$ cat src/rtl/uart_rx_fifo.sv
`default_nettype none
// ============================================================================
//  Module   : uart_rx_fifo
//  Brief    : UART receiver (8N1, or 8E1 with UART_RX_PARITY_EN defined)
//             feeding a power-of-two receive FIFO with valid/ready pop side,
//             frame-error pulse and sticky overrun flag.
//  Options  : `define UART_RX_PARITY_EN to receive 8E1 frames.
//  Revision : 1.0 - initial release
// ============================================================================
module uart_rx_fifo #(
   parameter int CLKS_PER_BIT = 868,
   parameter int FIFO_DEPTH   = 8
) (
   input  logic                          clk,
   input  logic                          reset,
   input  logic                          i_uart_rx,
   output logic [7:0]                    o_data,
   output logic                          o_valid,
   input  logic                          i_ready,
   output logic [$clog2(FIFO_DEPTH):0]   o_count,
   output logic                          o_frame_err,
   output logic                          o_overrun,
   input  logic                          i_clr
);

   localparam int TW = $clog2(CLKS_PER_BIT);
   localparam int AW = $clog2(FIFO_DEPTH);
   localparam logic [TW-1:0] T_HALF  = TW'(CLKS_PER_BIT / 2 - 1);
   localparam logic [TW-1:0] T_FULL  = TW'(CLKS_PER_BIT - 1);
   localparam logic [AW:0]   DEPTH_C = (AW + 1)'(FIFO_DEPTH);

   typedef enum logic [2:0] {
      IDLE   = 3'd0,
      START  = 3'd1,
      DATA   = 3'd2,
`ifdef UART_RX_PARITY_EN
      PARITY = 3'd3,
`endif
      STOP   = 3'd4
   } state_t;

   // ------------------------------------------------------------------------
   // Receiver
   // ------------------------------------------------------------------------
   logic          sync_1;
   logic          rx_s;
   state_t        state;
   logic [TW-1:0] timer;
   logic [2:0]    bit_idx;
   logic [7:0]    shreg;
   logic          frame_err;
   logic          tick;
   logic          par_err;
   logic          stop_good;
   logic          push_req;

`ifdef UART_RX_PARITY_EN
   logic          par_bit;
   // Even parity: data plus parity bit must XOR to zero.
   assign par_err = ^{shreg, par_bit};
`else
   assign par_err = 1'b0;
`endif

   assign tick      = (timer == '0);
   assign stop_good = rx_s & ~par_err;
   assign push_req  = (state == STOP) & tick & stop_good;

   // Two-flop synchronizer; idles high so reset never looks like a start bit.
   always_ff @(posedge clk) begin
      if (reset) begin
         sync_1 <= 1'b1;
         rx_s   <= 1'b1;
      end else begin
         sync_1 <= i_uart_rx;
         rx_s   <= sync_1;
      end
   end

   // Receive FSM: half-bit to the start-bit centre, then full-bit strides.
   always_ff @(posedge clk) begin
      if (reset) begin
         state     <= IDLE;
         timer     <= '0;
         bit_idx   <= 3'd0;
         shreg     <= 8'h00;
         frame_err <= 1'b0;
`ifdef UART_RX_PARITY_EN
         par_bit   <= 1'b0;
`endif
      end else begin
         frame_err <= 1'b0;
         case (state)
            IDLE: begin
               if (!rx_s) begin
                  state <= START;
                  timer <= T_HALF;
               end
            end
            START: begin
               if (tick) begin
                  if (rx_s) begin
                     state <= IDLE;          // start bit vanished: glitch
                  end else begin
                     state   <= DATA;
                     timer   <= T_FULL;
                     bit_idx <= 3'd0;
                  end
               end else begin
                  timer <= timer - 1'b1;
               end
            end
            DATA: begin
               if (tick) begin
                  shreg[bit_idx] <= rx_s;
                  timer          <= T_FULL;
                  bit_idx        <= bit_idx + 3'd1;
                  if (bit_idx == 3'd7) begin
`ifdef UART_RX_PARITY_EN
                     state <= PARITY;
`else
                     state <= STOP;
`endif
                  end
               end else begin
                  timer <= timer - 1'b1;
               end
            end
`ifdef UART_RX_PARITY_EN
            PARITY: begin
               if (tick) begin
                  par_bit <= rx_s;
                  timer   <= T_FULL;
                  state   <= STOP;
               end else begin
                  timer <= timer - 1'b1;
               end
            end
`endif
            STOP: begin
               if (tick) begin
                  frame_err <= ~stop_good;
                  state     <= IDLE;
               end else begin
                  timer <= timer - 1'b1;
               end
            end
            default: state <= IDLE;
         endcase
      end
   end

   // ------------------------------------------------------------------------
   // Receive FIFO
   // ------------------------------------------------------------------------
   logic [7:0]    mem [FIFO_DEPTH];
   logic [AW-1:0] wr_ptr;
   logic [AW-1:0] rd_ptr;
   logic [AW:0]   count;
   logic          overrun;
   logic          pop;
   logic          full;
   logic          do_push;
   logic          overflow;

   assign pop      = o_valid & i_ready;
   assign full     = (count == DEPTH_C);
   // A pop in the same cycle frees the slot, so a full FIFO can still accept.
   assign do_push  = push_req & (~full | pop);
   assign overflow = push_req & full & ~pop;

   // Storage, pointers (wrap naturally at power-of-two depth) and occupancy.
   always_ff @(posedge clk) begin
      if (reset) begin
         for (int i = 0; i < FIFO_DEPTH; i++) begin
            mem[i] <= 8'h00;
         end
         wr_ptr <= '0;
         rd_ptr <= '0;
         count  <= '0;
      end else begin
         if (do_push) begin
            mem[wr_ptr] <= shreg;
            wr_ptr      <= wr_ptr + 1'b1;
         end
         if (pop) begin
            rd_ptr <= rd_ptr + 1'b1;
         end
         case ({do_push, pop})
            2'b10:   count <= count + 1'b1;
            2'b01:   count <= count - 1'b1;
            default: count <= count;
         endcase
      end
   end

   // Sticky overrun; a new overflow wins over a simultaneous clear.
   always_ff @(posedge clk) begin
      if (reset) begin
         overrun <= 1'b0;
      end else if (overflow) begin
         overrun <= 1'b1;
      end else if (i_clr) begin
         overrun <= 1'b0;
      end
   end

   assign o_data      = mem[rd_ptr];
   assign o_valid     = (count != '0);
   assign o_count     = count;
   assign o_frame_err = frame_err;
   assign o_overrun   = overrun;

endmodule
`default_nettype wire

$ cat config.mk
export PLATFORM = sky130hd
export DESIGN_NAME = uart_rx_fifo
export DESIGN_NICKNAME = d
export VERILOG_FILES = /design/src/rtl/uart_rx_fifo.sv
export SDC_FILE = /design/constraint.sdc
export NUM_CORES = 1
export LEC_CHECK = 0
export CORE_ASPECT_RATIO = 1.1
export CORE_MARGIN = 5
export CORE_UTILIZATION = 44
export DETAILED_ROUTE_END_ITERATION = 6
export GPL_ROUTABILITY_DRIVEN = 0
export GPL_TIMING_DRIVEN = 0
export SYNTH_ARGS = -nofsm -noshare
export SYNTH_HDL_FRONTEND = slang
export SYNTH_SLANG_ARGS = --single-unit
$ cat constraint.sdc
create_clock -name clk -period 3.6 [get_ports clk]
set_input_delay 0.36 -clock clk [delete_from_list [all_inputs] [get_ports clk]]
set_output_delay 0.36 -clock clk [all_outputs]
set_load 0.03 [all_outputs]
# Yosys cells after proc, flatten, opt, wreduce, memory -nomap -nowiden
# Memories as Yosys holds them, arrays and structs flattened. A register that Yosys moved wholly into a read port is not among the register bits.
# Cells that the tools add are included.
# word_totals
latch_bits	0
romBits	0
word_cells	94
memories	1
in_bits	5
register_bits	38
ramBits	64
# op_classes
n_bitwise	12
shifts	0
muxes	33
eq_ne	15
n_mul	0
div_mod_pow	0
n_reduce_logical	14
magnitude_cmp	2
addsub	6
# memory_table
name	depth	width	read_ports	rd_ports_with_merged_regs	write_ports	line	text
mem	8	8	1	1	8	156	logic [7:0] mem [FIFO_DEPTH];
# op_table
op	count
$mux W10	5
$pmux W10 S4	1
$mux W3	11
$ne A2 B2 Y1 const B	7
$pmux W3 S4	1
$logic_not A10 Y1	1
$sub A10 B1 Y10 const B	1
$add A3 B1 Y3 const B	3
$mux W1	9
$bwmux W8	1
$mux W8	1
$pmux W4 S2	1
$reduce_and A4 Y1	2
$reduce_bool A4 Y1	2
$reduce_or A8 Y1	1
$and A1 B1 Y1	6
$eq A3 B3 Y1 const B	2
$pmux W3 S2	1
$reduce_bool A2 Y1	3
$not A1 Y1	5
$reduce_and A5 Y1	1
$add A4 B1 Y4 const B	1
$eq A4 B4 Y1 const B	1
$lt A3 B4 Y1 const B	1
14 further kinds	14

# Longest topological paths before layout
# depth
ltp_word	9
depth_mapped	10

# Worst setup path before layout
# No wires, ideal clock.
# synth_path
path_type	flip-flop to flip-flop
startpoint	register timer[0]
endpoint	memory mem[4][0] (enable)
n_path_buf	2
path_stages_with_launch	10
period_less_slack_ns	3.099
required_ns	3.225
arrival_time_ns	2.725
path_slack_ns	0.501
setup_time_ns	0.375
path_cell_list	dfxtp_1 -> inv_1 -> ha_1 -> or3b_2 -> or3_1 -> buf_2 -> nor3_4 -> or3b_1 -> buf_2 -> o21bai_1
# synth_lines
element	line	text
start, declared	48	logic [TW-1:0] timer;
start signal, assigned	110	timer <= timer - 1'b1;
start signal, assigned	126	timer <= timer - 1'b1;
start signal, assigned	145	timer <= timer - 1'b1;
end, declared	156	

==> tab_implementation.tex <==
\begin{tabular}{lr}
\hline
Metric & Value \\
\hline
\multicolumn{2}{l}{\textbf{Timing}} \\
Worst Setup Slack, final & -0.0460 ns \\
Worst-Margin Slew & between 0.9 and 1 ns \\
Share of the cycle needed by the critical path after routing & 101\% \\
Final critical path time including I/O delays and setup & 3.65 ns \\
Final max-slew violation count & 0 \\
Worst slew margin relative to its limit & about two fifths \\
Setup-failing EPs final & 15 \\
Final Hold Violating Endpoints & 0 \\
RSZ-0062 raised after global routing & yes \\
Accumulated negative setup slack & -0.341 ns \\
Max Clk Rate & about 0.27 GHz \\
Max Clock Skew & slightly above 0.007 ns \\
\multicolumn{2}{l}{\textbf{Clock network}} \\
Clk slew on worst S/H paths & around 0.070 ns \\
Depth of the CTS H-tree & 3 \\
Clock root buffer master & sky130\_fd\_sc\_hd\_\_clkbuf\_16 \\
CTS sink count & 105 \\
Buffers from clock root to sink, at most & 2 \\
Clock insertion delay at the later pin of the skew report & around 0.34 ns \\
Clock tree from TritonCTS & built \\
Number of buffers added by the clock tree synthesis step & 9 \\
Number of buffers inserted to repair setup after CTS & 0 \\
\multicolumn{2}{l}{\textbf{Floorplan}} \\
Die Ht & roughly 120 um \\
Die Footprint & 0.0132 sq mm \\
Starting density of the core & about 45\% \\
Total core area & 0.0109 sq mm \\
Cell Rows & 40 \\
\# IOs & 20 \\
Die width & about 110 um \\
\multicolumn{2}{l}{\textbf{Route}} \\
Count of antenna-violating nets left after detailed routing & 0 \\
Detail-routed via count per cell & 5.37 \\
DRC errors left & 0 \\
Average wire length per cell after detail routing & between 15 and 20 um \\
Total wirelength of the detailed-routed design & 10600 um \\
Iter 0 DRT Violations & $\sim$130 \\
1st-pass router iterations & 4 \\
Total via count after detailed routing & between 3000 and 4000 \\
\multicolumn{2}{l}{\textbf{Yosys}} \\
Count of flip-flops with a built-in enable after synthesis & 64 \\
Area share of the largest cell type after synthesis & between 30 and 40\% \\
Leading post-synthesis cells by instance count & 105 x sky130\_fd\_sc\_hd\_\_nor2\_1, 64 x sky130\_fd\_sc\_hd\_\_edfxtp\_1, 41 x sky130\_fd\_sc\_hd\_\_dfxtp\_1, 24 x sky130\_fd\_sc\_hd\_\_nand2\_1, 20 x sky130\_fd\_sc\_hd\_\_clkbuf\_1 \\
Area leader, netlist & sky130\_fd\_sc\_hd\_\_edfxtp\_1 \\
Async set or reset register ratio after synthesis & 0\% \\
Largest cells by area after synthesis & sky130\_fd\_sc\_hd\_\_edfxtp\_1 40\%, sky130\_fd\_sc\_hd\_\_dfxtp\_1 17\%, sky130\_fd\_sc\_hd\_\_nor2\_1 8.2\% \\
Most instantiated library cell after synthesis & sky130\_fd\_sc\_hd\_\_nor2\_1 \\
Synth Instances & around 420 \\
Average cell area after synthesis & around 11 sq um \\
Seq/Total Area, Yosys & a little under three fifths \\
Library cells used by synthesis & 53 \\
Yosys reg bits & around 110 \\
Synth Flop Type & sky130\_fd\_sc\_hd\_\_edfxtp\_1 \\
Post-Syn Nets & between 400 and 500 \\
Netlist Area Pre-Place & approximately 0.0048 sq mm \\
YS warnings & 0 \\
\multicolumn{2}{l}{\textbf{Finish}} \\
Reg area & about 0.0027 sq mm \\
Post-synthesis to final-layout area growth & 14.8\% \\
Number of standard cells in the layout, taps in and fillers out & 605 \\
Design area & $\sim$0.0056 sq mm \\
Final design utilization & between 50\% and 60\% \\
Total number of nets in the final design & $\sim$470 \\
Area taken by multi-input logic gates & 0.00197 sq mm \\
Filler Cell Count & between 1000 and 1500 \\
Layout cells sized above 1 & between 10\% and 20\% \\
Antenna cells & 0 \\
\multicolumn{2}{l}{\textbf{Worst setup path}} \\
Worst Path Required & between 3 and 4 ns \\
Maximum fanout along the worst path & 10 \\
Depth of the worst register-to-register path & 9 \\
Arrival time worst endpoint & $\sim$3.6 ns \\
Launching point of the worst reg2reg path & timer[0] \\
Critical path type & flop to flop \\
Start point of the critical path & timer[0] \\
Worst R2R End & mem[4][5] \\
Reg2Reg Setup Slack & -0.05 ns \\
Endpoint class of the critical path & flop \\
Destination of the critical timing path & mem[4][5] \\
Element type at the critical path start & flop \\
\multicolumn{2}{l}{\textbf{Placed design}} \\
Placed cell count & 590 \\
HPWL after DPL & 7380 um \\
Number of buffers inserted by port buffering & 19 \\
Area after detailed placement & approximately 0.0052 sq mm \\
\multicolumn{2}{l}{\textbf{Global route}} \\
Overflow left after global routing & 0 \\
Maximum number of pins on one net before global-route repair & 17 \\
Initial antenna violation count & 0 \\
Global-route wire length before repair & between 15000 and 20000 um \\
Overall routing resource usage & between 10\% and 20\% \\
Via count of the first global-routing pass & between 3000 and 4000 \\
\multicolumn{2}{l}{\textbf{Run status}} \\
Status & finished, violations left \\
Violated checks & negative setup slack \\
\multicolumn{2}{l}{\textbf{Run}} \\
Max\_cap viols & 0 \\
\multicolumn{2}{l}{\textbf{Pwr}} \\
VDD IR max & approximately 0.00024 V \\
Areal power density over the cells & 531 mW/mm\^{}2 \\
Leakage power of the design & approximately 1.9 nW \\
Total design power & 2.95 mW \\
\multicolumn{2}{l}{\textbf{Min path}} \\
Path class of the lowest-slack min-delay path & flop to flop \\
\hline
\end{tabular}
[cell families after synthesis]
| group | count (synthesis) | share of synthesized area, % |
|---|---|---|
| XOR/XNOR | 7 | 1.27 |
| multiplexers | 38 | 12.3 |
| AO/OA/AOI/OAI | 49 | 7.12 |
| flip-flops | 105 | 56.7 |
| adder cells (fa/ha/maj) | 7 | 1.81 |
| buffers and inverters | 35 | 2.92 |
| AND/OR/NAND/NOR | 183 | 17.9 |
[state kept, by name, indices dropped and copies added, names as in the netlist, named ones only]
signal	flops
o_frame_err	1
sync_1	1
state	3
mem	64
rx_s	1
timer	10
wr_ptr	3
o_count	4
bit_idx	3
o_overrun	1
rd_ptr	3
shreg	8
[worst max-delay path, cell delays in order (launching register included)]
cell and delay (ns):
sky130_fd_sc_hd__dfxtp_1 0.35, sky130_fd_sc_hd__inv_1 0.09, sky130_fd_sc_hd__ha_1 0.15, sky130_fd_sc_hd__or3b_2 0.49, sky130_fd_sc_hd__or3_1 0.31, sky130_fd_sc_hd__buf_2 0.20, sky130_fd_sc_hd__nor3_4 0.35, sky130_fd_sc_hd__or3b_1 0.38
sky130_fd_sc_hd__buf_2 0.21, sky130_fd_sc_hd__o21bai_1 0.74
[layout by cell type (no fill, tap or decap), types with 5 or more instances in the layout]
master,Yosys,final
sky130_fd_sc_hd__clkbuf_1,20,21
sky130_fd_sc_hd__nor3_1,7,7
sky130_fd_sc_hd__nor2_1,105,105
sky130_fd_sc_hd__inv_1,10,10
sky130_fd_sc_hd__mux4_2,16,16
sky130_fd_sc_hd__edfxtp_1,64,64
sky130_fd_sc_hd__dfxtp_1,41,41
sky130_fd_sc_hd__o21ai_0,5,5
sky130_fd_sc_hd__ha_1,7,7
sky130_fd_sc_hd__clkbuf_16,0,9
sky130_fd_sc_hd__o21bai_2,0,6
sky130_fd_sc_hd__nand2_1,24,24
sky130_fd_sc_hd__mux2_2,10,10
sky130_fd_sc_hd__clkdlybuf4s50_1,0,19
sky130_fd_sc_hd__a21oi_1,11,11
sky130_fd_sc_hd__mux2i_1,12,12
[how the worst min path moves through the flow]
stage,start,to,slack [ns],cells past startpoint
final,sync_1,rx_s,0.41,1
after global routing,sync_1,rx_s,0.45,1
after CTS,sync_1,rx_s,0.41,1
after detailed placement,sync_1,rx_s,0.40,1
after global placement,sync_1,rx_s,0.40,1
after floorplan,sync_1,rx_s,0.39,1
[area by class of cell]
type                            count  area share, %
Buffer                             24           1.94
Clock buffer                       12           4.44
Sequential cell                   105           49.4
Inverter                           10          0.676
Timing Repair Buffer               19           3.43
Clock inverter                      4           1.22
Tap cell                          147           3.31
Multi-Input combinational cell    284           35.6
[metrics by stage]
stage / setup WS, ns / hold slack, ns
floorplan: 0.501 / 0.389
global placement: -0.0238 / 0.396
detailed placement: -0.0569 / 0.397
CTS: -0.0915 / 0.413
global route: -0.254 / 0.450
finish: -0.0460 / 0.410
[power by group]
part / switching, mW / internal [mW]
sequential: 0.0515 / 1.33
clock: 0.412 / 0.625
combinational: 0.290 / 0.244
total: 0.753 / 2.19
[metal layers]
layer  share of wire (%)  vias to the layer above  track usage, %
met5                   0                        -               0
met4                0.93                        0            4.44
met3                 3.1                        8            4.20
met2                  52                       51            29.9
met1                  44                     1600            22.3
li1                    -                     1592               -
[what timing repair did]
item	in CTS	in global routing
gates resized for setup	8	0
endpoints found under the setup margin	55	16
hold buffers	0	0
Note: power is estimated with default switching activity, not from simulation.
